$ cat src/rtl/temporal_pulse_gen_if.sv
// Request/value/pulse bundle between a temporal_pulse_gen and its requester.
// The master drives the request and values; the slave returns ready, pulses and done.
interface temporal_pulse_gen_if #(
  parameter int WIDTH = 8
);
  logic             start;
  logic [WIDTH-1:0] x_val;
  logic [WIDTH-1:0] y_val;
  logic             ready;
  logic             x_pulse;
  logic             y_pulse;
  logic             done;

  modport master (
    output start, x_val, y_val,
    input  ready, x_pulse, y_pulse, done
  );

  modport slave (
    input  start, x_val, y_val,
    output ready, x_pulse, y_pulse, done
  );
endinterface

$ cat src/rtl/temporal_pulse_gen.sv
// Binary-to-temporal encoder: one flop-driven pulse per value, delayed from window start by that value.
// Optional build macro TEMPORAL_PULSE_GEN_LFSR_EN swaps the binary window counter for a maximal LFSR.
module temporal_pulse_gen #(
  parameter int WIDTH = 8
) (
  input logic                clk,
  input logic                rst_b,
  temporal_pulse_gen_if.slave bus
);

  typedef enum logic [1:0] {
    S_IDLE = 2'd0,
    S_RUN  = 2'd1,
    S_DONE = 2'd2
  } state_t;

  state_t           state_reg, state_next;
  logic [WIDTH-1:0] cnt_reg, cnt_next;
  logic [WIDTH-1:0] x_lat_reg, x_lat_next;
  logic [WIDTH-1:0] y_lat_reg, y_lat_next;
  logic             x_pulse_reg, x_pulse_next;
  logic             y_pulse_reg, y_pulse_next;
  logic             done_reg, done_next;
  logic [WIDTH-1:0] cnt_step;
  logic             cnt_terminal;

`ifdef TEMPORAL_PULSE_GEN_LFSR_EN
  // Fibonacci taps (shift-left, feedback into bit 0) for maximal sequences.
  function automatic logic [15:0] tap_mask(input int w);
    case (w)
      4:       tap_mask = 16'h000C;
      5:       tap_mask = 16'h0014;
      6:       tap_mask = 16'h0030;
      7:       tap_mask = 16'h0060;
      8:       tap_mask = 16'h00B8;
      9:       tap_mask = 16'h0110;
      10:      tap_mask = 16'h0240;
      11:      tap_mask = 16'h0500;
      12:      tap_mask = 16'h0829;
      13:      tap_mask = 16'h100D;
      14:      tap_mask = 16'h2015;
      15:      tap_mask = 16'h6000;
      default: tap_mask = 16'hD008;
    endcase
  endfunction

  localparam logic [15:0]      TAPS_ALL = tap_mask(WIDTH);
  localparam logic [WIDTH-1:0] TAPS     = TAPS_ALL[WIDTH-1:0];
  localparam logic [WIDTH-1:0] SEED     = WIDTH'(1);

  assign cnt_step     = {cnt_reg[WIDTH-2:0], ^(cnt_reg & TAPS)};
  // Leave RUN on the state that precedes the seed, so every nonzero value is visited once.
  assign cnt_terminal = (cnt_step == SEED);
`else
  localparam logic [WIDTH-1:0] SEED = '0;

  assign cnt_step     = cnt_reg + WIDTH'(1);
  assign cnt_terminal = (cnt_reg == {WIDTH{1'b1}});
`endif

  always_ff @(posedge clk) begin
    if (!rst_b) begin
      state_reg   <= S_IDLE;
      cnt_reg     <= '0;
      x_lat_reg   <= '0;
      y_lat_reg   <= '0;
      x_pulse_reg <= 1'b0;
      y_pulse_reg <= 1'b0;
      done_reg    <= 1'b0;
    end else begin
      state_reg   <= state_next;
      cnt_reg     <= cnt_next;
      x_lat_reg   <= x_lat_next;
      y_lat_reg   <= y_lat_next;
      x_pulse_reg <= x_pulse_next;
      y_pulse_reg <= y_pulse_next;
      done_reg    <= done_next;
    end
  end

  always_comb begin
    state_next   = state_reg;
    cnt_next     = cnt_reg;
    x_lat_next   = x_lat_reg;
    y_lat_next   = y_lat_reg;
    x_pulse_next = 1'b0;
    y_pulse_next = 1'b0;
    done_next    = 1'b0;
    case (state_reg)
      S_IDLE: begin
        if (bus.start) begin
          x_lat_next = bus.x_val;
          y_lat_next = bus.y_val;
          cnt_next   = SEED;
          state_next = S_RUN;
        end
      end
      S_RUN: begin
        // Pulse registers are loaded from the compare, so outputs trail the count by one edge.
        x_pulse_next = (cnt_reg == x_lat_reg);
        y_pulse_next = (cnt_reg == y_lat_reg);
        cnt_next     = cnt_step;
        if (cnt_terminal) begin
          state_next = S_DONE;
        end
      end
      S_DONE: begin
        done_next  = 1'b1;
        state_next = S_IDLE;
      end
      default: begin
        state_next = S_IDLE;
      end
    endcase
  end

  assign bus.ready   = (state_reg == S_IDLE);
  assign bus.x_pulse = x_pulse_reg;
  assign bus.y_pulse = y_pulse_reg;
  assign bus.done    = done_reg;

endmodule

$ cat src/flat_wrapper.sv
// flat-port wrapper written by rule: the top's interface ports become plain ports
module temporal_pulse_gen_flat 
#(
  parameter int WIDTH = 8
)
  (clk, rst_b, bus_start, bus_x_val, bus_y_val, bus_ready, bus_x_pulse, bus_y_pulse, bus_done);
  temporal_pulse_gen_if #(.WIDTH(WIDTH)) bus_i ();
  input logic clk;
  input logic rst_b;
  input wire logic [$bits(bus_i.start)-1:0] bus_start;
  input wire logic [$bits(bus_i.x_val)-1:0] bus_x_val;
  input wire logic [$bits(bus_i.y_val)-1:0] bus_y_val;
  output wire logic [$bits(bus_i.ready)-1:0] bus_ready;
  output wire logic [$bits(bus_i.x_pulse)-1:0] bus_x_pulse;
  output wire logic [$bits(bus_i.y_pulse)-1:0] bus_y_pulse;
  output wire logic [$bits(bus_i.done)-1:0] bus_done;
  assign bus_i.start = bus_start;
  assign bus_i.x_val = bus_x_val;
  assign bus_i.y_val = bus_y_val;
  assign bus_ready = bus_i.ready;
  assign bus_x_pulse = bus_i.x_pulse;
  assign bus_y_pulse = bus_i.y_pulse;
  assign bus_done = bus_i.done;
  temporal_pulse_gen #(.WIDTH(WIDTH)) u_core (.clk(clk), .rst_b(rst_b), .bus(bus_i));
endmodule
$ cat config.mk
export PLATFORM = sky130hd
export DESIGN_NAME = temporal_pulse_gen_flat
export DESIGN_NICKNAME = d
export VERILOG_FILES = /design/src/rtl/temporal_pulse_gen_if.sv /design/src/rtl/temporal_pulse_gen.sv /design/src/flat_wrapper.sv
export SDC_FILE = /design/constraint.sdc
export NUM_CORES = 1
export LEC_CHECK = 0
export BUFFER_PORTS_ARGS = -buffer_cell sky130_fd_sc_hd__buf_2
export CAP_MARGIN = 20
export CORE_MARGIN = 2
export CORE_UTILIZATION = 54
export CTS_CLUSTER_SIZE = 40
export DETAILED_ROUTE_END_ITERATION = 12
export PLACE_DENSITY = 0.8
export SETUP_SLACK_MARGIN = 0.2
export SLEW_MARGIN = 20
export SYNTH_ARGS = -nofsm -noshare
export SYNTH_HDL_FRONTEND = slang
export SYNTH_SLANG_ARGS = --single-unit
export TNS_END_PERCENT = 10
$ cat constraint.sdc
create_clock -name clk -period 1.61 [get_ports clk]
set_input_delay 0.2415 -clock clk [delete_from_list [all_inputs] [get_ports clk]]
set_output_delay 0.2415 -clock clk [all_outputs]
set_load 0.1 [all_outputs]
Word-level counts from Yosys, hierarchy flattened
Index checks and enable logic that the tools add are counted.

Eq/ne operators: 7. Muxes and demuxes: 6. Add/sub/neg operators: 1. Reductions and logical operators: 6.

Operator list (number): $eq 8x8->1 (2); $pmux 8 s2 (1); $add 8x1->8 const B (1); $eq 8x8->1 const B (1); $mux 8 (1); $reduce_and 2->1 (4); $mux 2 (2); $pmux 2 s2 (1); $eq 2x1->1 const B (1); $eq 2x2->1 const B (1); $logic_not 2->1 (1); $ne 2x1->1 const B (1); $ne 2x2->1 const B (1); $reduce_bool 2->1 (1); $mux 1 (1).

Bits of input ports: 19. Register bits: 29. Output and inout port bits: 4.

Longest topological paths before layout
Depth after elaboration: 3. Mapped depth: 5. Gate-level depth less buffers: 4.

Worst setup path before layout
OpenSTA, ideal clock, no wires.

Path kind: register -> output. From: register u_core.state_reg[0]. To: output bus_ready. Path slack: -343 ps. Required time: 1368 ps. Arrival: 1711 ps. Cell stages (with the launch flop): 3. Path through: dfxtp_1 buf_2 nor2_1.

Word-level cells in the longest chain between the ends: 1.

RTL lines: start: declaration (line temporal_pulse_gen.sv:17) `state_t state_reg, state_next;`; start signal: assignment (line temporal_pulse_gen.sv:71) `state_reg <= state_next;`; $logic_not 2->1 (line temporal_pulse_gen.sv:117) `assign bus.ready = (state_reg == S_IDLE);`; end: declaration (line flat_wrapper.sv:13) `output wire logic [$bits(bus_i.ready)-1:0] bus_ready;`.

No other way between the ends.

Worst setup path after layout
Ends and elaborated chain as after synthesis.

==> key figures <==
Yosys
  • Synth Cell Area: 1320 um^2
  • Post-Synthesis Cells: 156
  • Sequential-to-total area share from yosys stat: 43.9%
  • Number of synthesized register bits: 29
  • Post-Syn Nets: 176
  • Syn avg cell area: 8.47 um^2
  • FFs w/ async S/R, synth: 0%
  • Synthesis Warnings: 0
  • Post-synth EDFFs: 0
  • Primary FF master, synth: dfxtp_1
  • Distinct cells, synth: 35

Global route
  • Vias in the first global route: 1,094
  • First-pass GRT wire length: 4930 um
  • Overflow left after global routing: 0
  • Initial antenna violation count: 0
  • Largest net degree at the start of global routing: 25
  • GRT Resource Usage Total: 25.1%

Worst setup path
  • FF-to-FF Start: u_core.state_reg[1]
  • Crit path DAT: 1.19 ns
  • Crit Path Max Fanout: 6
  • Worst endpoint required time: 1.37 ns
  • R2R depth: 3
  • Crit. End Element: primary output
  • CP Class: flip-flop to primary output
  • Setup slack, reg-to-reg: 0.17 ns
  • RR Endpoint: u_core.cnt_reg[5]
  • Startpoint Class: flip-flop

Worst hold path
  • HP Start: bus_y_val[1]
  • Hold Path End: u_core.y_lat_reg[1]
  • Worst Hold Class: input pin to flip-flop
  • Min-Delay Path Depth: 3

CTS
  • CTS buffer count: 5
  • Clk slew on worst S/H paths: 0.09 ns
  • H-Tree Depth: 2
  • Hold-fix buffers, CTS: 0
  • CTS Buffer Depth: 2
  • Later-pin clock latency in the skew report: 0.33 ns
  • CTS tree: done
  • Clk sinks: 29
  • Postcts setup bufs: 0
  • Root Driver: clkbuf_4

Timing
  • Final setup violation count: 0
  • Worst slew pin tran: 0.485 ns
  • Setup_tns: 0 ns
  • Min cycle time layout: 1.44 ns
  • Period utilisation layout: 89.1%
  • Final Max Tran Viols: 0
  • Hold Fails Final Rpt: 0
  • Clock Skew: 0.00758 ns
  • Maximum clock rate: 0.697 GHz
  • Unrepaired setup endpoints after global routing: true
  • Max-slew headroom: 67.9%

Drt
  • First-pass DRT Iterations: 4
  • DR DRC count: 0
  • WL final: 2810 um
  • Routed vias: 1,158
  • Vias per inst: 5.49
  • 1st-iter DRT viols: 24
  • Routed Antenna Nets: 0
  • Routed wire per std cell: 13.3 um

Cells and area
  • Area growth syn-to-layout: 18.8%
  • Antenna cells: 0
  • Share of layout cells above drive strength 1: 25.1%
  • Final Non-Filler Cells: 211
  • Most frequent cells in the layout: nand2_1 (39), dfxtp_1 (28), buf_2 (21)
  • Filler Cell Count: 202
  • Final layout net count: 202
  • Most common cell after layout, fill and taps aside: nand2_1

Job
  • Max Cap Viol: 0

Placement
  • RD Place Congestion: 0.867
  • Dpl cells: 203
  • Buffers on Ports: 22
  • Post-DP HPWL: 2090 um

Power and ir drop
  • Leakage: 0.613 nW
  • Worst vdd ir: 1010 uV
  • PwrDens: 1050 nW/um^2

Floorplanning
  • I/O pin cnt: 23
  • Core region area: 2250 um^2
  • Die width: 53.5 um
  • Die area: 2860 um^2
  • Chip Height: 53.5 um
  • Row count: 17
  • Initial cell density of the core: 58.6%

Status
  • Status: finished clean
[power breakdown]
group	switching (W)	total [W]	leakage [nW]	internal (W)
sequential	0.0000319	0.000785	0.237	0.000753
clock	0.000247	0.000618	0.0455	0.000371
combinational	0.000143	0.000239	0.330	0.0000961
[worst max path at each step]
stage | startpoint | end | slack, ns | cells past startpoint
3_3_place_gp | u_core.state_reg[0] | u_core.bus.x_pulse | 0.19 | 4
2_1_floorplan | u_core.state_reg[0] | u_core.cnt_reg[7] | 0.28 | 4
6_report | u_core.state_reg[0] | bus_ready | 0.17 | 3
3_5_place_dp | u_core.state_reg[0] | u_core.bus.x_pulse | 0.11 | 4
5_1_grt | u_core.state_reg[0] | u_core.bus.x_pulse | 0.1 | 4
4_1_cts | u_core.state_reg[0] | bus_ready | 0.16 | 3
[stage by stage]
stage / utilization [%] / setup slack (ns) / hold slack, ns / area, um^2 / power, W
6_report: 69.6 / 0.175 / 0.134 / 1570 / 0.00164
5_1_grt: 69.6 / 0.0972 / 0.127 / 1570 / 0.00172
4_1_cts: 69.6 / 0.160 / 0.128 / 1570 / 0.00165
2_1_floorplan: - / 0.278 / 0.362 / 1330 / 0.000963
3_3_place_gp: 65.4 / 0.194 / 0.460 / 1480 / 0.00103
3_5_place_dp: 65.4 / 0.105 / 0.463 / 1480 / 0.00104
[metal layers]
layer / global-route usage (%) / share of wire (%) / vias up
li1: - / - / 584
met1: 30.5 / 44 / 527
met2: 38.3 / 48 / 42
met3: 11.0 / 6.4 / 5
met4: 10.3 / 2.0 / 0
met5: 0 / 0 / -
[Yosys cell counts (2+ instances only)]
library cell	n	area (um^2)
nand2_1	39	146
dfxtp_1	29	581
a21oi_1	20	100
xnor2_1	14	123
buf_2	5	25.0
nand4_1	4	25.0
nor2_1	4	15.0
o211ai_1	4	30.0
nor3_1	3	15.0
buf_1	2	7.51
clkbuf_1	2	7.51
inv_1	2	7.51
nand3_1	2	10.0
nand3b_1	2	15.0
nor2b_1	2	12.5
or3_2	2	15.0
xor2_1	2	17.5
[cell families (layout without fill, tap and decap cells)]
kind of cell	Yosys count	count (layout)	share of synthesized area, %
mux	1	1	0.758
flops	29	29	43.9
xor+xnor	16	16	10.6
buf+inv	12	39	4.45
simple gates	66	66	25.5
compound gates	31	31	13.8
fa+ha+maj	1	1	0.947
[layout make-up]
class,instances,area [um^2],share of cell area [%]
inverter,2,7.51,0.478
timing repair buffer,29,169,10.8
clock inverter,1,30.0,1.91
tap,28,35.0,2.23
sequential,29,582,37.1
multi-input combinational,115,692,44.1
clock buffer,7,55.1,3.51
[critical path: stages, from the launching register on]
cell,delay [ns]
dfxtp_1,0.36
buf_4,0.18
nor2_4,0.10
buf_6,0.23
[timing repair]
| item | in CTS | in global routing |
|---|---|---|
| setup endpoints to repair | 6 | 14 |
| pin swaps | 0 | 0 |
| gates resized for setup | 3 | 1 |
(Power assumes the default switching activity.)
